**src/rtl/vga_timing_detect_if.sv**
```systemverilog
// rtl/vga_timing_detect_if.sv - sync/de input stream and measurement outputs of vga_timing_detect
interface vga_timing_detect_if #(
    parameter int CNT_W = 12
);
    logic             hs_in;
    logic             vs_in;
    logic             de_in;
    logic [CNT_W-1:0] h_total;
    logic [CNT_W-1:0] h_active;
    logic [CNT_W-1:0] v_total;
    logic [CNT_W-1:0] v_active;
    logic [9:0]       pos_x;
    logic [9:0]       pos_y;
    logic             pos_valid;
    logic             frame_start;
    logic             locked;
    logic             err;

    modport master (
        output hs_in, vs_in, de_in,
        input  h_total, h_active, v_total, v_active,
        input  pos_x, pos_y, pos_valid, frame_start, locked, err
    );

    modport slave (
        input  hs_in, vs_in, de_in,
        output h_total, h_active, v_total, v_active,
        output pos_x, pos_y, pos_valid, frame_start, locked, err
    );
endinterface

```
**src/rtl/vga_timing_detect.sv**
```systemverilog
// rtl/vga_timing_detect.sv - measures incoming video timing, regenerates coordinates, flags lock
module vga_timing_detect #(
    parameter logic HS_POL      = 1'b1,
    parameter logic VS_POL      = 1'b1,
    parameter int   LOCK_FRAMES = 2,
    parameter int   CNT_W       = 12
) (
    input  logic               clk,
    input  logic               rst_n,
    vga_timing_detect_if.slave vid
);
    localparam logic [CNT_W-1:0] CNT_MAX = '1;
    localparam logic [9:0]       POS_MAX = 10'd1023;
    localparam logic [3:0]       LOCK_N  = 4'(LOCK_FRAMES);

    // S_IDLE is the first-frame state: the next vs edge only starts a measurement
    typedef enum logic [1:0] {
        S_IDLE  = 2'd0,
        S_FIRST = 2'd1,
        S_TRACK = 2'd2
    } state_t;

    state_t           state_q, state_d;
    logic             hs_a_q, vs_a_q, de_a_q, hs_p_q, vs_p_q;
    logic             hs_rise, vs_rise;
    logic [CNT_W-1:0] hclk_q, hclk_d;
    logic [CNT_W-1:0] decnt_q, decnt_d;
    logic [CNT_W-1:0] vcnt_q, vcnt_d;
    logic [CNT_W-1:0] vact_q, vact_d;
    logic [CNT_W-1:0] last_htot_q, last_htot_d;
    logic [CNT_W-1:0] last_hact_q, last_hact_d;
    logic [CNT_W-1:0] line_len, line_de, new_vtot, new_vact;
    logic             closed_act;
    logic [CNT_W-1:0] h_total_q, h_active_q, v_total_q, v_active_q;
    logic             snap_en, tuple_eq;
    logic [3:0]       match_q, match_d;
    logic             locked_q, locked_d;
    logic             err_q, err_d;
    logic             frame_start_q;
    logic             h_to_q, h_to_d, v_to_q, v_to_d;
    logic             h_hit, v_hit, timeout;
    logic [9:0]       pos_x_q, pos_x_d, pos_y_q, pos_y_d;
    logic             pos_valid_q;

    function automatic logic [CNT_W-1:0] sat_inc(input logic [CNT_W-1:0] x);
        return (x == CNT_MAX) ? x : x + CNT_W'(1);
    endfunction

    function automatic logic [9:0] sat10(input logic [CNT_W-1:0] x);
        return (x > CNT_W'(POS_MAX)) ? POS_MAX : x[9:0];
    endfunction

    assign hs_rise = hs_a_q & ~hs_p_q;
    assign vs_rise = vs_a_q & ~vs_p_q;

    // Line/frame measurement. The hs edge coincident with a vs edge opens line 0 of the new frame,
    // while the line it closes still belongs to the frame being snapshotted.
    always_comb begin
        line_len    = sat_inc(hclk_q);
        line_de     = de_a_q ? sat_inc(decnt_q) : decnt_q;
        closed_act  = hs_rise && (line_de != '0);
        hclk_d      = hs_rise ? '0 : sat_inc(hclk_q);
        decnt_d     = hs_rise ? '0 : line_de;
        last_htot_d = hs_rise ? line_len : last_htot_q;
        last_hact_d = closed_act ? line_de : last_hact_q;
        new_vtot    = vcnt_q;
        new_vact    = closed_act ? sat_inc(vact_q) : vact_q;
        if (vs_rise) begin
            vcnt_d = hs_rise ? CNT_W'(1) : '0;
            vact_d = '0;
        end else begin
            vcnt_d = hs_rise ? sat_inc(vcnt_q) : vcnt_q;
            vact_d = new_vact;
        end
        pos_x_d = sat10(hs_rise ? '0 : decnt_q);
        pos_y_d = sat10(vact_d);
    end

    // A saturated counter reports once; it re-arms only when its own edge restarts it
    always_comb begin
        h_hit  = (hclk_q == CNT_MAX) && !h_to_q && !hs_rise;
        v_hit  = (vcnt_q == CNT_MAX) && !v_to_q && !vs_rise;
        h_to_d = hs_rise ? 1'b0 : (h_to_q | (hclk_q == CNT_MAX));
        v_to_d = vs_rise ? 1'b0 : (v_to_q | (vcnt_q == CNT_MAX));
        timeout = h_hit | v_hit;
    end

    assign tuple_eq = ({last_htot_d, last_hact_d, new_vtot, new_vact} ==
                       {h_total_q, h_active_q, v_total_q, v_active_q});

    always_comb begin
        state_d  = state_q;
        match_d  = match_q;
        locked_d = locked_q;
        err_d    = 1'b0;
        snap_en  = 1'b0;
        if (timeout) begin
            state_d  = S_IDLE;
            match_d  = '0;
            locked_d = 1'b0;
            err_d    = 1'b1;
        end else if (vs_rise) begin
            case (state_q)
                S_IDLE: begin
                    state_d = S_FIRST;
                end
                S_FIRST: begin
                    snap_en = 1'b1;
                    state_d = S_TRACK;
                end
                S_TRACK: begin
                    snap_en = 1'b1;
                    if (tuple_eq) begin
                        if (match_q < LOCK_N) begin
                            match_d = match_q + 4'd1;
                        end
                        locked_d = (match_d == LOCK_N);
                    end else begin
                        match_d  = '0;
                        locked_d = 1'b0;
                        err_d    = 1'b1;
                    end
                end
                default: begin
                    state_d = S_IDLE;
                end
            endcase
        end
    end

    always_ff @(posedge clk or negedge rst_n) begin
        if (!rst_n) begin
            state_q       <= S_IDLE;
            hs_a_q        <= 1'b0;
            vs_a_q        <= 1'b0;
            de_a_q        <= 1'b0;
            hs_p_q        <= 1'b0;
            vs_p_q        <= 1'b0;
            hclk_q        <= '0;
            decnt_q       <= '0;
            vcnt_q        <= '0;
            vact_q        <= '0;
            last_htot_q   <= '0;
            last_hact_q   <= '0;
            h_total_q     <= '0;
            h_active_q    <= '0;
            v_total_q     <= '0;
            v_active_q    <= '0;
            match_q       <= '0;
            locked_q      <= 1'b0;
            err_q         <= 1'b0;
            frame_start_q <= 1'b0;
            h_to_q        <= 1'b0;
            v_to_q        <= 1'b0;
            pos_x_q       <= '0;
            pos_y_q       <= '0;
            pos_valid_q   <= 1'b0;
        end else begin
            state_q       <= state_d;
            hs_a_q        <= (vid.hs_in == HS_POL);
            vs_a_q        <= (vid.vs_in == VS_POL);
            de_a_q        <= vid.de_in;
            hs_p_q        <= hs_a_q;
            vs_p_q        <= vs_a_q;
            hclk_q        <= hclk_d;
            decnt_q       <= decnt_d;
            vcnt_q        <= vcnt_d;
            vact_q        <= vact_d;
            last_htot_q   <= last_htot_d;
            last_hact_q   <= last_hact_d;
            if (snap_en) begin
                h_total_q  <= last_htot_d;
                h_active_q <= last_hact_d;
                v_total_q  <= new_vtot;
                v_active_q <= new_vact;
            end
            match_q       <= match_d;
            locked_q      <= locked_d;
            err_q         <= err_d;
            frame_start_q <= vs_rise;
            h_to_q        <= h_to_d;
            v_to_q        <= v_to_d;
            pos_valid_q   <= de_a_q;
            if (de_a_q) begin
                pos_x_q <= pos_x_d;
                pos_y_q <= pos_y_d;
            end
        end
    end

    assign vid.h_total     = h_total_q;
    assign vid.h_active    = h_active_q;
    assign vid.v_total     = v_total_q;
    assign vid.v_active    = v_active_q;
    assign vid.pos_x       = pos_x_q;
    assign vid.pos_y       = pos_y_q;
    assign vid.pos_valid   = pos_valid_q;
    assign vid.frame_start = frame_start_q;
    assign vid.locked      = locked_q;
    assign vid.err         = err_q;
endmodule
```
**src/flat_wrapper.sv**
```systemverilog
// flat-port wrapper written by rule: the top's interface ports become plain ports
module vga_timing_detect_flat 
#(
    parameter logic HS_POL      = 1'b1,
    parameter logic VS_POL      = 1'b1,
    parameter int   LOCK_FRAMES = 2,
    parameter int   CNT_W       = 12
)
  (clk, rst_n, vid_hs_in, vid_vs_in, vid_de_in, vid_h_total, vid_h_active, vid_v_total, vid_v_active, vid_pos_x, vid_pos_y, vid_pos_valid, vid_frame_start, vid_locked, vid_err);
  vga_timing_detect_if #(.CNT_W(CNT_W)) vid_i ();
  input  logic clk;
  input  logic rst_n;
  input wire logic [$bits(vid_i.hs_in)-1:0] vid_hs_in;
  input wire logic [$bits(vid_i.vs_in)-1:0] vid_vs_in;
  input wire logic [$bits(vid_i.de_in)-1:0] vid_de_in;
  output wire logic [$bits(vid_i.h_total)-1:0] vid_h_total;
  output wire logic [$bits(vid_i.h_active)-1:0] vid_h_active;
  output wire logic [$bits(vid_i.v_total)-1:0] vid_v_total;
  output wire logic [$bits(vid_i.v_active)-1:0] vid_v_active;
  output wire logic [$bits(vid_i.pos_x)-1:0] vid_pos_x;
  output wire logic [$bits(vid_i.pos_y)-1:0] vid_pos_y;
  output wire logic [$bits(vid_i.pos_valid)-1:0] vid_pos_valid;
  output wire logic [$bits(vid_i.frame_start)-1:0] vid_frame_start;
  output wire logic [$bits(vid_i.locked)-1:0] vid_locked;
  output wire logic [$bits(vid_i.err)-1:0] vid_err;
  assign vid_i.hs_in = vid_hs_in;
  assign vid_i.vs_in = vid_vs_in;
  assign vid_i.de_in = vid_de_in;
  assign vid_h_total = vid_i.h_total;
  assign vid_h_active = vid_i.h_active;
  assign vid_v_total = vid_i.v_total;
  assign vid_v_active = vid_i.v_active;
  assign vid_pos_x = vid_i.pos_x;
  assign vid_pos_y = vid_i.pos_y;
  assign vid_pos_valid = vid_i.pos_valid;
  assign vid_frame_start = vid_i.frame_start;
  assign vid_locked = vid_i.locked;
  assign vid_err = vid_i.err;
  vga_timing_detect #(.HS_POL(HS_POL), .VS_POL(VS_POL), .LOCK_FRAMES(LOCK_FRAMES), .CNT_W(CNT_W)) u_core (.clk(clk), .rst_n(rst_n), .vid(vid_i));
endmodule
```
**config.mk**
```make
export PLATFORM = sky130hd
export DESIGN_NAME = vga_timing_detect_flat
export DESIGN_NICKNAME = d
export VERILOG_FILES = /design/src/rtl/vga_timing_detect_if.sv /design/src/rtl/vga_timing_detect.sv /design/src/flat_wrapper.sv
export SDC_FILE = /design/constraint.sdc
export NUM_CORES = 1
export LEC_CHECK = 0
export BUFFER_PORTS_ARGS = -buffer_cell sky130_fd_sc_hd__buf_2
export CAP_MARGIN = 10
export CELL_PAD_IN_SITES_DETAIL_PLACEMENT = 1
export CELL_PAD_IN_SITES_GLOBAL_PLACEMENT = 2
export CORE_UTILIZATION = 34
export DETAILED_ROUTE_END_ITERATION = 12
export GPL_ROUTABILITY_DRIVEN = 0
export PLACE_DENSITY_LB_ADDON = 0.3
export SYNTH_ARGS = -nofsm -noshare
export SYNTH_HDL_FRONTEND = slang
export SYNTH_SLANG_ARGS = --single-unit
```
**constraint.sdc**
```tcl
create_clock -name clk -period 3.08 [get_ports clk]
set_clock_uncertainty 0.05 [all_clocks]
set_input_delay 0.154 -clock clk [delete_from_list [all_inputs] [get_ports clk]]
set_output_delay 0.154 -clock clk [all_outputs]
set_load 0.01 [all_outputs]
```
==> metrics.csv <==
stage;metric;value;unit
outcome;status;finished, violations left;
outcome;failing checks;setup timing;
grt;GR Util met1;0.322;
critical_path;Crit Path Class;reg -> reg;
pwr;switching share of power;0.352;
clock_tree;H-tree depth;4;
timing;Total Neg Setup Slack;-6.12;ns
layout;Synth-to-Final Area Change;44.3;%
grt;Total GRT Usage;0.239;
clock_tree;Num CTS Buffers;17;
grt;met2 Usage GRT;0.403;
pwr;internal power;4.89;mW
grt;first-pass GRT wire length;48.1;mm
pwr;clock power share;0.303;
critical_path;CP endpoint kind;register;
synth;FF+latch count, synth;157;
critical_path;critical path launch point type;register;
synth;largest area contributor in the netlist;dfrtp_1;
pwr;net switching power;2.65;mW
layout;fill count;2797;
clock_tree;TritonCTS clock tree;yes;
timing;Period minus WS final;3.56;ns
synth;asr flop ratio synth;1.00;
synth;count leader, synth;nand2_1;
detailed_routing;# DRC;0;
grt;total grt overflow;0;
timing;setup ws final;-0.480;ns
critical_path;Worst R2R End;u_core.vid.err;
critical_path;cells along the critical path;buf_4 > and4_4 > nand4_1 > a21oi_2 > and4bb_4 > buf_4 > a31oi_4 > mux2i_2 > xor2_1 > nor4_2 > buf_4 > nand3_4 > o21ba_4;
layout;NumNets Final;1235;
pwr;P per Cell Area;614;mW/mm2
critical_path;most used cell, CP;buf_4;
floorplan;Die X;160;um
detailed_routing;post-DR wirelength/cell;19.4;um
run;max cap viols;0;
grt;initial antenna violation count;0;
critical_path;critical-path maximum fanout;10;
synth;largest cells by area after synthesis;dfrtp_1 (46%), nand2_1 (7.0%), o21ai_0 (4.2%), xnor2_1 (3.8%), nor2_1 (3.2%);
floorplan;Die Y;160;um
detailed_routing;routed wire length;30.3;mm
clock_tree;Clock transition at path regs;0.07;ns
critical_path;worst path required time;3.35;ns
placement;post-detail-place hpwl;21.6;mm
synth;commonest cells in the netlist;nand2_1 (158), dfrtp_1 (157), nor2_1 (73), o21ai_0 (72), xnor2_1 (37);
timing;Final Max Slew Viols;0;
synth;Post-synth EDFFs;0;
timing;Hold Worst Slack;0.271;ns
grt;vias in the first global route;8788;
pwr;Worst VDD drop;0.297;mV
synth;Yosys Warn Count;0;
clock_tree;CTS sink cnt;157;
clock_tree;Worst-Skew Late Latency;0.44;ns
floorplan;Core Area;0.0245;mm2
detailed_routing;Detail Route Antenna Nets;0;
critical_path;slowest CP cell;dfrtp_1;
placement;Place WS;-0.654;ns
detailed_routing;initial DRC count;425;
synth;ys flop type;dfrtp_1;
pwr;Leak;5.82;nW
pwr;Reg power frac;0.331;
layout;layout cells sized above 1;0.367;
floorplan;num ports;77;
timing;Fmax;281;MHz
clock_tree;CTS Root Cell;clkbuf_16;
critical_path;FF-to-FF path depth;13;
synth;Synth top area share;0.461;
detailed_routing;vias per cell;5.31;
detailed_routing;drt first pass iters;5;
layout;n_diodes;0;
placement;port bufs;76;
timing;RSZ-0062 raised after global routing;true;
detailed_routing;vias;8271;
floorplan;die area;0.0257;mm2
critical_path;flop-to-flop setup slack;-0.48;ns
synth;mapped cell area;0.00851;mm2
floorplan;row cnt;57;
timing;Period Utilization, post-route;1.16;
timing;Rel. slew slack;0.519;
synth;Post-Syn Nets;946;
synth;synth unique cells;75;
synth;syn_area_per_cell;9.12;um2
critical_path;Worst path max stage delay;0.44;ns
timing;Setup Viol. Count Final;21;
clock_tree;Max clock buf depth;2;
timing;Least-Margin Pin Slew;0.721;ns
critical_path;RR Startpoint;u_core.decnt_q[2];
hold_path;Hold Path Class;in -> async;
grt;met3 usage;0.0312;
grt;gr busiest metal;met2;
pwr;Combinational Power Share;0.365;
timing;Hold Vio Cnt, Final;0;
synth;sequential share of the synthesized area;0.461;
critical_path;crit path DAT;3.83;ns
grt;largest net degree at the start of global routing;72;
synth;Synth Instances;933;
floorplan;Initial Util;0.348;
-- sequential cells by signal, summed over array words and instances, names as in the netlist, 2 cells and up --
name,count
u_core.vid.h_active,12
u_core.last_htot_q,12
u_core.vid.v_total,12
u_core.hclk_q,12
u_core.state_q,2
u_core.vact_q,12
u_core.new_vtot,12
u_core.decnt_q,12
u_core.vid.v_active,12
u_core.match_q,4
u_core.last_hact_q,12
u_core.vid.pos_y,10
u_core.vid.h_total,12
u_core.vid.pos_x,10
-- through the flow --
step | instance area (um2) | cells | utilization | power (mW)
4_1_cts | 11900 | 1551 | 0.487 | 7.37
3_5_place_dp | 10900 | 1498 | 0.447 | 4.92
5_1_grt | 12300 | 1559 | 0.502 | 7.91
2_1_floorplan | 8640 | 933 | - | 3.69
3_3_place_gp | 10900 | 1498 | 0.447 | 4.85
6_report | 12300 | 1559 | 0.502 | 7.55
-- metal layers --
layer  vias to the layer above  wire (um)
met4                         0        448
met3                        30        857
met2                       145      14800
met1                      4211      14100
li1                       3885          -
met5                         -          0
-- placed cells by master (no fill, tap or decap), drive strengths merged, types with 21 or more instances in the layout --
master	netlist	layout
nand2	158	159
xnor2	37	37
nand4	21	21
nor3	25	25
xor2	24	24
inv	30	38
buf	18	318
dfrtp	157	157
a21oi	23	23
nand3	27	27
nor2	74	74
o21ai	73	73
-- final cells by class --
cell class / instances / area [um2] / share of cell area
Sequential cell: 157 / 3940 / 0.320
Timing Repair Buffer: 322 / 2410 / 0.196
Inverter: 31 / 119 / 0.00968
Clock buffer: 17 / 425 / 0.0346
Multi-Input combinational cell: 693 / 4790 / 0.390
Clock inverter: 15 / 198 / 0.0161
Tap cell: 324 / 405 / 0.0330
-- critical path, delay by kind of cell, from the launching register on --
family	cells	cell delay, ns
AOI/OAI and AO/OA	3	0.72
xor gates and xnor gates	1	0.19
buffers and inverters	3	0.53
DFF	1	0.44
muxes	1	0.32
and+or+nand+nor	5	1.19
-- cells by family after synthesis --
logic type	Yosys count	share of synthesized area
AND/OR/NAND/NOR	387	0.221
adder cells (fa/ha/maj)	8	0.0118
buffers and inverters	84	0.0407
multiplexers	25	0.0304
XOR/XNOR	62	0.0654
AO/OA/AOI/OAI	210	0.169
flip-flops	157	0.461
-- power by group through the flow --
| stage | Combinational, mW | Sequential, mW | Clock [mW] |
|---|---|---|---|
| after floorplan | 1.12 | 2.57 | 0 |
| after global placement | 2.34 | 2.52 | 0 |
| after detailed placement | 2.38 | 2.53 | 0 |
| after CTS | 2.54 | 2.50 | 2.33 |
| after global routing | 2.97 | 2.53 | 2.41 |
| final | 2.76 | 2.50 | 2.29 |
-- worst max-delay path by stage --
| stage | from | endpoint | cells after the start |
|---|---|---|---|
| detailed placement | u_core.decnt_q[0] | u_core.vid.err | 14 |
| global route | u_core.decnt_q[1] | u_core.match_q[2] | 13 |
| finish | u_core.decnt_q[2] | u_core.vid.err | 13 |
| global placement | u_core.decnt_q[0] | u_core.vid.err | 14 |
| CTS | u_core.decnt_q[8] | u_core.vid.err | 13 |
| floorplan | u_core.decnt_q[2] | u_core.vid.err | 11 |
-- timing repair --
| item | 4_1_cts | 5_1_grt |
|---|---|---|
| endpoints found under the hold margin | 72 | 0 |
| pin swaps | 9 | 24 |
| hold buffers | 4 | 0 |
| resized for setup | 36 | 73 |
| endpoints found under the setup margin | 22 | 29 |
| gates cloned | 0 | 1 |
| setup buffers | 17 | 13 |
Power figures use the tool's default switching activity.
